$ cat src/rtl/inst_fetch.sv
// MIPS instruction-fetch stage: owns the PC, drives the instruction memory,
// and registers the fetched word into IF/ID with stall, delay-slot redirect and flush handling.
module inst_fetch #(
   parameter int                ADDR_W   = 32,
   parameter logic [ADDR_W-1:0] RESET_PC = '0
) (
   input  logic              clk,
   input  logic              rst,
   input  logic              stall_i,
   input  logic              flush_i,
   input  logic [ADDR_W-1:0] new_pc_i,
   input  logic              branch_flag_i,
   input  logic [ADDR_W-1:0] branch_target_i,
   output logic              imem_ce,
   output logic [ADDR_W-1:0] imem_addr,
   input  logic [31:0]       imem_data,
   output logic [ADDR_W-1:0] id_pc,
   output logic [31:0]       id_inst,
   output logic              id_valid,
   output logic              id_exc_adel
);

   typedef struct packed {
      logic [ADDR_W-1:0] pc;
      logic [31:0]       inst;
      logic              valid;
      logic              adel;
   } ifid_t;

   logic [ADDR_W-1:0] pc_q, pc_d;
   logic              ce_q, ce_d;
   logic              pend_vld_q, pend_vld_d;
   logic [ADDR_W-1:0] pend_tgt_q, pend_tgt_d;
   ifid_t             ifid_q, ifid_d;
   logic              misaligned;

   assign misaligned = (pc_q[1:0] != 2'b00);

   // PC / pending-redirect next state; flush wins even before the memory is enabled
   always_comb begin
      pc_d       = pc_q;
      ce_d       = 1'b1;
      pend_vld_d = pend_vld_q;
      pend_tgt_d = pend_tgt_q;
      if (flush_i) begin
         pc_d       = new_pc_i;
         pend_vld_d = 1'b0;
      end else if (ce_q) begin
         if (stall_i) begin
            if (branch_flag_i) begin
               pend_tgt_d = branch_target_i;
               pend_vld_d = 1'b1;
            end
         end else if (pend_vld_q) begin
            pc_d       = pend_tgt_q;
            pend_vld_d = 1'b0;
         end else if (branch_flag_i) begin
            pc_d = branch_target_i;
         end else begin
            pc_d = pc_q + ADDR_W'(4);
         end
      end
   end

   // IF/ID: the word fetched this cycle always enters, so a redirect leaves it as the delay slot
   always_comb begin
      ifid_d = ifid_q;
      if (flush_i) begin
         ifid_d.pc    = pc_q;
         ifid_d.inst  = '0;
         ifid_d.valid = 1'b0;
         ifid_d.adel  = 1'b0;
      end else if (!stall_i) begin
         if (!ce_q) begin
            ifid_d.valid = 1'b0;
            ifid_d.inst  = '0;
         end else begin
            ifid_d.pc    = pc_q;
            ifid_d.valid = 1'b1;
            ifid_d.adel  = misaligned;
            ifid_d.inst  = misaligned ? 32'h0 : imem_data;
         end
      end
   end

   always_ff @(posedge clk or posedge rst) begin
      if (rst) begin
         pc_q       <= RESET_PC;
         ce_q       <= 1'b0;
         pend_vld_q <= 1'b0;
         pend_tgt_q <= '0;
         ifid_q     <= '0;
      end else begin
         pc_q       <= pc_d;
         ce_q       <= ce_d;
         pend_vld_q <= pend_vld_d;
         pend_tgt_q <= pend_tgt_d;
         ifid_q     <= ifid_d;
      end
   end

   assign imem_ce     = ce_q;
   assign imem_addr   = pc_q;
   assign id_pc       = ifid_q.pc;
   assign id_inst     = ifid_q.inst;
   assign id_valid    = ifid_q.valid;
   assign id_exc_adel = ifid_q.adel;

endmodule

$ cat config.mk
export PLATFORM = sky130hd
export DESIGN_NAME = inst_fetch
export DESIGN_NICKNAME = d
export VERILOG_FILES = /design/src/rtl/inst_fetch.sv
export SDC_FILE = /design/constraint.sdc
export NUM_CORES = 1
export LEC_CHECK = 0
export ABC_CLOCK_PERIOD_IN_PS = 5200
export BUFFER_PORTS_ARGS = -buffer_cell sky130_fd_sc_hd__buf_2
export CORE_MARGIN = 8
export CORE_UTILIZATION = 52
export CTS_CLUSTER_SIZE = 30
export DETAILED_ROUTE_END_ITERATION = 8
export MAX_ROUTING_LAYER = met4
export PLACE_DENSITY = 0.86
export SLEW_MARGIN = 10
export SYNTH_ARGS = -nofsm -noshare
export SYNTH_HDL_FRONTEND = slang
export SYNTH_SLANG_ARGS = --single-unit
export TNS_END_PERCENT = 1
$ cat constraint.sdc
create_clock -name clk -period 5.2 [get_ports clk]
set_input_delay 0.26 -clock clk [delete_from_list [all_inputs] [get_ports clk]]
set_output_delay 0.26 -clock clk [all_outputs]
set_load 0.02 [all_outputs]
Yosys cells after proc, flatten, opt, wreduce, memory -nomap -nowiden
Index checks and enable logic that the tools add are counted.
{"block": "op_classes", "reduce_logical": 5, "eq_ne": 2, "n_mux": 15, "bitwise_logic": 1, "n_addsub": 1}
{"op": "2-to-1 mux 32 bit", "count": 7}
{"op": "2-to-1 mux 66 bit", "count": 2}
{"op": "2-to-1 mux 33 bit", "count": 1}
{"op": "adder 32 x 3 -> 32 bit, second input constant", "count": 1}
{"op": "2-to-1 mux 1 bit", "count": 5}
{"op": "AND reduction 2 bit", "count": 2}
{"op": "AND reduction 4 bit", "count": 1}
{"op": "nonzero test 2 bit", "count": 2}
{"op": "inequality test 3 x 1 -> 1 bit, second input constant", "count": 1}
{"op": "inequality test 2 x 1 -> 1 bit, second input constant", "count": 1}
{"op": "inverter 1 bit", "count": 1}
{"block": "word_totals", "elab_cells": 32, "output_inout_bits": 99, "inputBits": 101, "reg_bits": 132}

Depth between registers and ports, before layout
{"block": "depth", "depth_word": 6, "ltp_mapped": 8, "mapped_depth_nobuf": 6}

Least setup slack after synthesis
Ideal clock, no wire load.
{"block": "synth_path", "kind": "register to register", "from": "register ce_q, in the netlist imem_ce", "to": "register ifid_q, in the netlist id_pc[0]", "arrival_time_ns": 1.755, "n_path_buf": 2, "setup_ns": 0.125, "slack_ns": 3.321, "t_required_ns": 5.075, "path_stages_with_launch": 6, "path_cell_list": "dfrtp_1 -> nor2b_1 -> nor2_1 -> buf_1 -> clkbuf_1 -> mux2_2"}
{"block": "synth_between", "elab_chain_len": 2}
{"element": "from (decl)", "line_no": "31", "rtl": "logic ce_q, ce_d;"}
{"element": "from (signal assigned)", "line_no": "89", "rtl": "ce_q <= 1'b0;"}
{"element": "from (signal assigned)", "line_no": "95", "rtl": "ce_q <= ce_d;"}
{"element": "nonzero test 2 bit (no source line)"}
{"element": "AND reduction 2 bit (no source line)"}
{"element": "to (signal assigned)", "line_no": "98", "rtl": "ifid_q <= ifid_d;"}
{"element": "to (decl)", "line_no": "34", "rtl": "ifid_t ifid_q, ifid_d;"}
No other way between the ends.
A chain may end at the register's enable or synchronous reset.

Final worst setup path
{"block": "layout_path", "from": "register pend_vld_q", "to": "register pc_q[11], in the netlist imem_addr[11]"}
{"block": "layout_between", "elab_chain_len": 4}
{"element": "from (decl)", "line_no": "32", "rtl": "logic pend_vld_q, pend_vld_d;"}
{"element": "from (signal assigned)", "line_no": "96", "rtl": "pend_vld_q <= pend_vld_d;"}
{"element": "2-to-1 mux 32 bit", "line_no": "54", "rtl": "end else if (pend_vld_q) begin"}
{"element": "2-to-1 mux 32 bit", "line_no": "49", "rtl": "if (stall_i) begin"}
{"element": "2-to-1 mux 32 bit", "line_no": "48", "rtl": "end else if (ce_q) begin"}
{"element": "2-to-1 mux 32 bit", "line_no": "45", "rtl": "if (flush_i) begin"}
{"element": "to (signal assigned)", "line_no": "94", "rtl": "pc_q <= pc_d;"}
{"element": "to (decl)", "line_no": "30", "rtl": "logic [ADDR_W-1:0] pc_q, pc_d;"}
No other way between the ends. The select of a mux whose other input is x is not followed.

==> summary.txt <==
Run status
  – Status: finished, final reports clean

Global route
  – Pin count of the biggest net entering global routing: 76
  – M3 GR Usage: 7.82%
  – Grt met2 use: 38.3%
  – Routing usage on met1: 30.7%
  – Overall Global Routing Usage: 25.1%
  – Global-route wire length before repair: 31.2 mm
  – Busiest layer in global routing: met2
  – Initial antenna violation count: 3
  – Vias in the first global route: 5,870
  – Overflow after GRT: 0

Critical path
  – Worst endpoint required time: 5560 ps
  – R2R Setup Slk: 2600 ps
  – R2r endpoint: imem_addr[11]
  – Worst path arrival time: 2960 ps
  – Kind of critical path: reg2reg
  – Largest delay contributor family on the critical path: simple AND/OR/NAND/NOR gates
  – Crit-path cells: nor2b_1 -> a221oi_1 -> nor2_1 -> a311o_1 -> mux2_2
  – Max incr delay on CP: 1130 ps
  – Startpoint types: flip-flop
  – Crit end category: flip-flop
  – Crit path max-delay cell type: nor2b_1
  – Maximum fanout along the worst path: 29
  – Reg-to-reg startpoint: pend_vld_q
  – Bufs and invs on worst path: 0
  – R2R cell count: 5

Drt
  – Drt via density: 6.07
  – Via count: 5,824
  – Starting DRT DRC Count: 606
  – DRC: 0
  – 1st-pass router iterations: 5
  – Post-DRT Antenna Nets: 0
  – Routed WL: 19.8 mm
  – Per-cell routed wire length: 20.7 um

Power and ir drop
  – Power Density: 372 nW/um^2
  – Leakage power: 0.00385 uW
  – Peak VDD IR: 0.193 mV

Clock tree
  – Clock-pin slew on the worst setup and hold paths: 60 ps
  – Post-cts sizing count: 0
  – CTS tree: built
  – CTS H-tree depth: 4
  – CTS sink cnt: 132
  – Clock Tree Buf Depth: 2
  – TritonCTS Buffers: 17
  – Clk root buf: clkbuf_16
  – Latest clock arrival within the worst-skew pair: 420 ps

Flow run
  – Max Cap Viol: 0

Yosys
  – Number of flops mapped to enable cells by yosys: 0
  – Leading register cell type out of synthesis: dfrtp_1
  – Netlist cell types: 61
  – Syn avg cell area: 10.7 sq um
  – Register bit count reported by yosys: 132
  – Register area share after synthesis: 50.1%
  – Synthesized instance count: 618
  – Mapped cell area: 6590 sq um
  – Area contributors post-synth: dfrtp_1 50%, mux2_2 11%, a22o_1 4.4%
  – YS warnings: 0
  – Syn Nets: 720
  – Synth top area share: 50.1%
  – Post-synth top area cell: dfrtp_1
  – Asr flop ratio synth: 100%

Final layout
  – Fillers: 1,012
  – Final instance area: 8110 sq um
  – Reg area: 3300 sq um
  – Post-layout nets: 874
  – Area occupied by multi-input gates: 2870 sq um
  – Share of cells above drive strength 1: 40.1%
  – Area grow syn2layout: 23.0%

Die
  – Initial Util: 52.7%
  – Total core area: 12,500 sq um
  – Die area: 16,500 sq um
  – Die X: 129 um
  – FP Rows: 41
  – Top-Level Pins: 200
  – Die height: 129 um

Timing
  – Final Slew Violations: 0
  – Setup TNS: 0 ps
  – Final Hold Viols: 0
  – Worst-Margin Slew: 1290 ps
  – Max Clk Rate: 385 MHz
  – Max-slew headroom: 13.9%
  – Min cycle time layout: 2600 ps
  – Clock Skew: 8.94 ps
  – Final setup viols: 0
  – RSZ-0062 raised after global routing: false
  – Fin crit share: 50.0%

Placement
  – Routability cong.: 0.862
  – Port Buf Inserts: 199
  – DP HPWL: 13.7 mm
  – Dpl cell area: 7500 sq um

Hold path
  – Hold Path Sink: imem_addr[3]
  – Hold depth: 3
  – Hold_sp: new_pc_i[3]
  – HP Class: in2reg
## layout by cell type (no fill, tap or decap), types with 9 or more instances in the layout
cell type	synthesis	final
and3_1	12	12
clkbuf_16	0	17
nand2_1	40	40
nor3_1	10	10
nand3_1	13	13
nor2_1	25	24
buf_2	3	199
buf_4	32	10
a21oi_1	36	36
mux2_2	64	64
dfrtp_1	132	132
a22o_1	33	33
a221oi_1	9	9
nand4_1	10	10
o21ai_0	39	39
## cells in the mapped netlist (6+ instances only)
library cell / n
a21oi_1: 36
a221oi_1: 9
a22o_1: 33
a22oi_1: 6
and3_1: 12
buf_1: 8
buf_4: 32
clkbuf_1: 32
dfrtp_1: 132
inv_1: 8
mux2_2: 64
nand2_1: 40
nand2b_1: 6
nand3_1: 13
nand4_1: 10
nor2_1: 25
nor3_1: 10
o21ai_0: 39
o221ai_1: 7
xor2_1: 7
## tightest hold or removal path, delay by kind of cell
kind,cells,cell delay [ps]
buffers and inverters,1,70
AND/OR/NAND/NOR,1,40
AO/OA/AOI/OAI,1,60
## worst max path at each step
stage | startpoint | to | depth (start not counted)
floorplan | rst | id_exc_adel | 1
CTS | pend_vld_q | imem_addr[11] | 5
finish | pend_vld_q | imem_addr[11] | 5
detailed placement | pend_vld_q | imem_addr[11] | 5
global placement | pend_vld_q | imem_addr[11] | 5
global route | pend_vld_q | imem_addr[11] | 5
## registers in the layout, indices dropped and copies added (netlist names)
register / cells
id_inst: 32
id_exc_adel: 1
imem_addr: 32
id_valid: 1
id_pc: 32
pend_vld_q: 1
pend_tgt_q: 32
imem_ce: 1
## cell families (layout without fill, tap and decap cells)
group,count (synthesis),in the layout,synth area share [%]
other,1,4,0.0569
and+or+nand+nor,149,149,12.2
xor gates and xnor gates,12,12,1.59
buffers and inverters,84,250,6.66
DFF,132,132,50.1
adders and majority gates,1,1,0.190
muxes,68,68,11.5
AOI/OAI and AO/OA,171,171,17.6
## stage by stage
stage / instances / util [%] / total power (uW) / worst slack, ps / hold WS, ps
floorplan: 618 / - / 1640 / 1410 / 379
detailed placement: 924 / 59.9 / 1820 / 2740 / 416
global route: 959 / 64.8 / 3140 / 2530 / 45.1
CTS: 956 / 64.7 / 3030 / 2710 / 37.0
global placement: 924 / 59.9 / 1800 / 2840 / 411
finish: 959 / 64.8 / 3020 / 2600 / 50.6
## routing by layer
metal / routed length, um / part of all wire [%] / up-vias
met1: 8100 / 41 / 2803
li1: - / - / 2572
met5: 0 / 0 / -
met2: 9060 / 46 / 391
met4: 476 / 2.4 / 0
met3: 2200 / 11 / 58
## cell type report
cell class | instances | area share (%)
Clock inverter | 9 | 1.59
Inverter | 9 | 0.478
Sequential cell | 132 | 40.7
Clock buffer | 22 | 5.72
Timing Repair Buffer | 210 | 13.3
Multi-Input combinational cell | 402 | 35.4
Tap cell | 172 | 2.65
Antenna cell | 3 | 0.0926
## power breakdown
group	switching, uW	internal [uW]
sequential	116	1160
combinational	306	224
clock	440	774
total	862	2160
## timing repair
action / 4_1_cts / 5_1_grt
setup buffers: 0 / 0
hold endpoints to repair: 74 / 0
setup endpoints to repair: 0 / 0
hold buffers: 1 / 0
No activity file was read; power rests on OpenSTA's default activity.
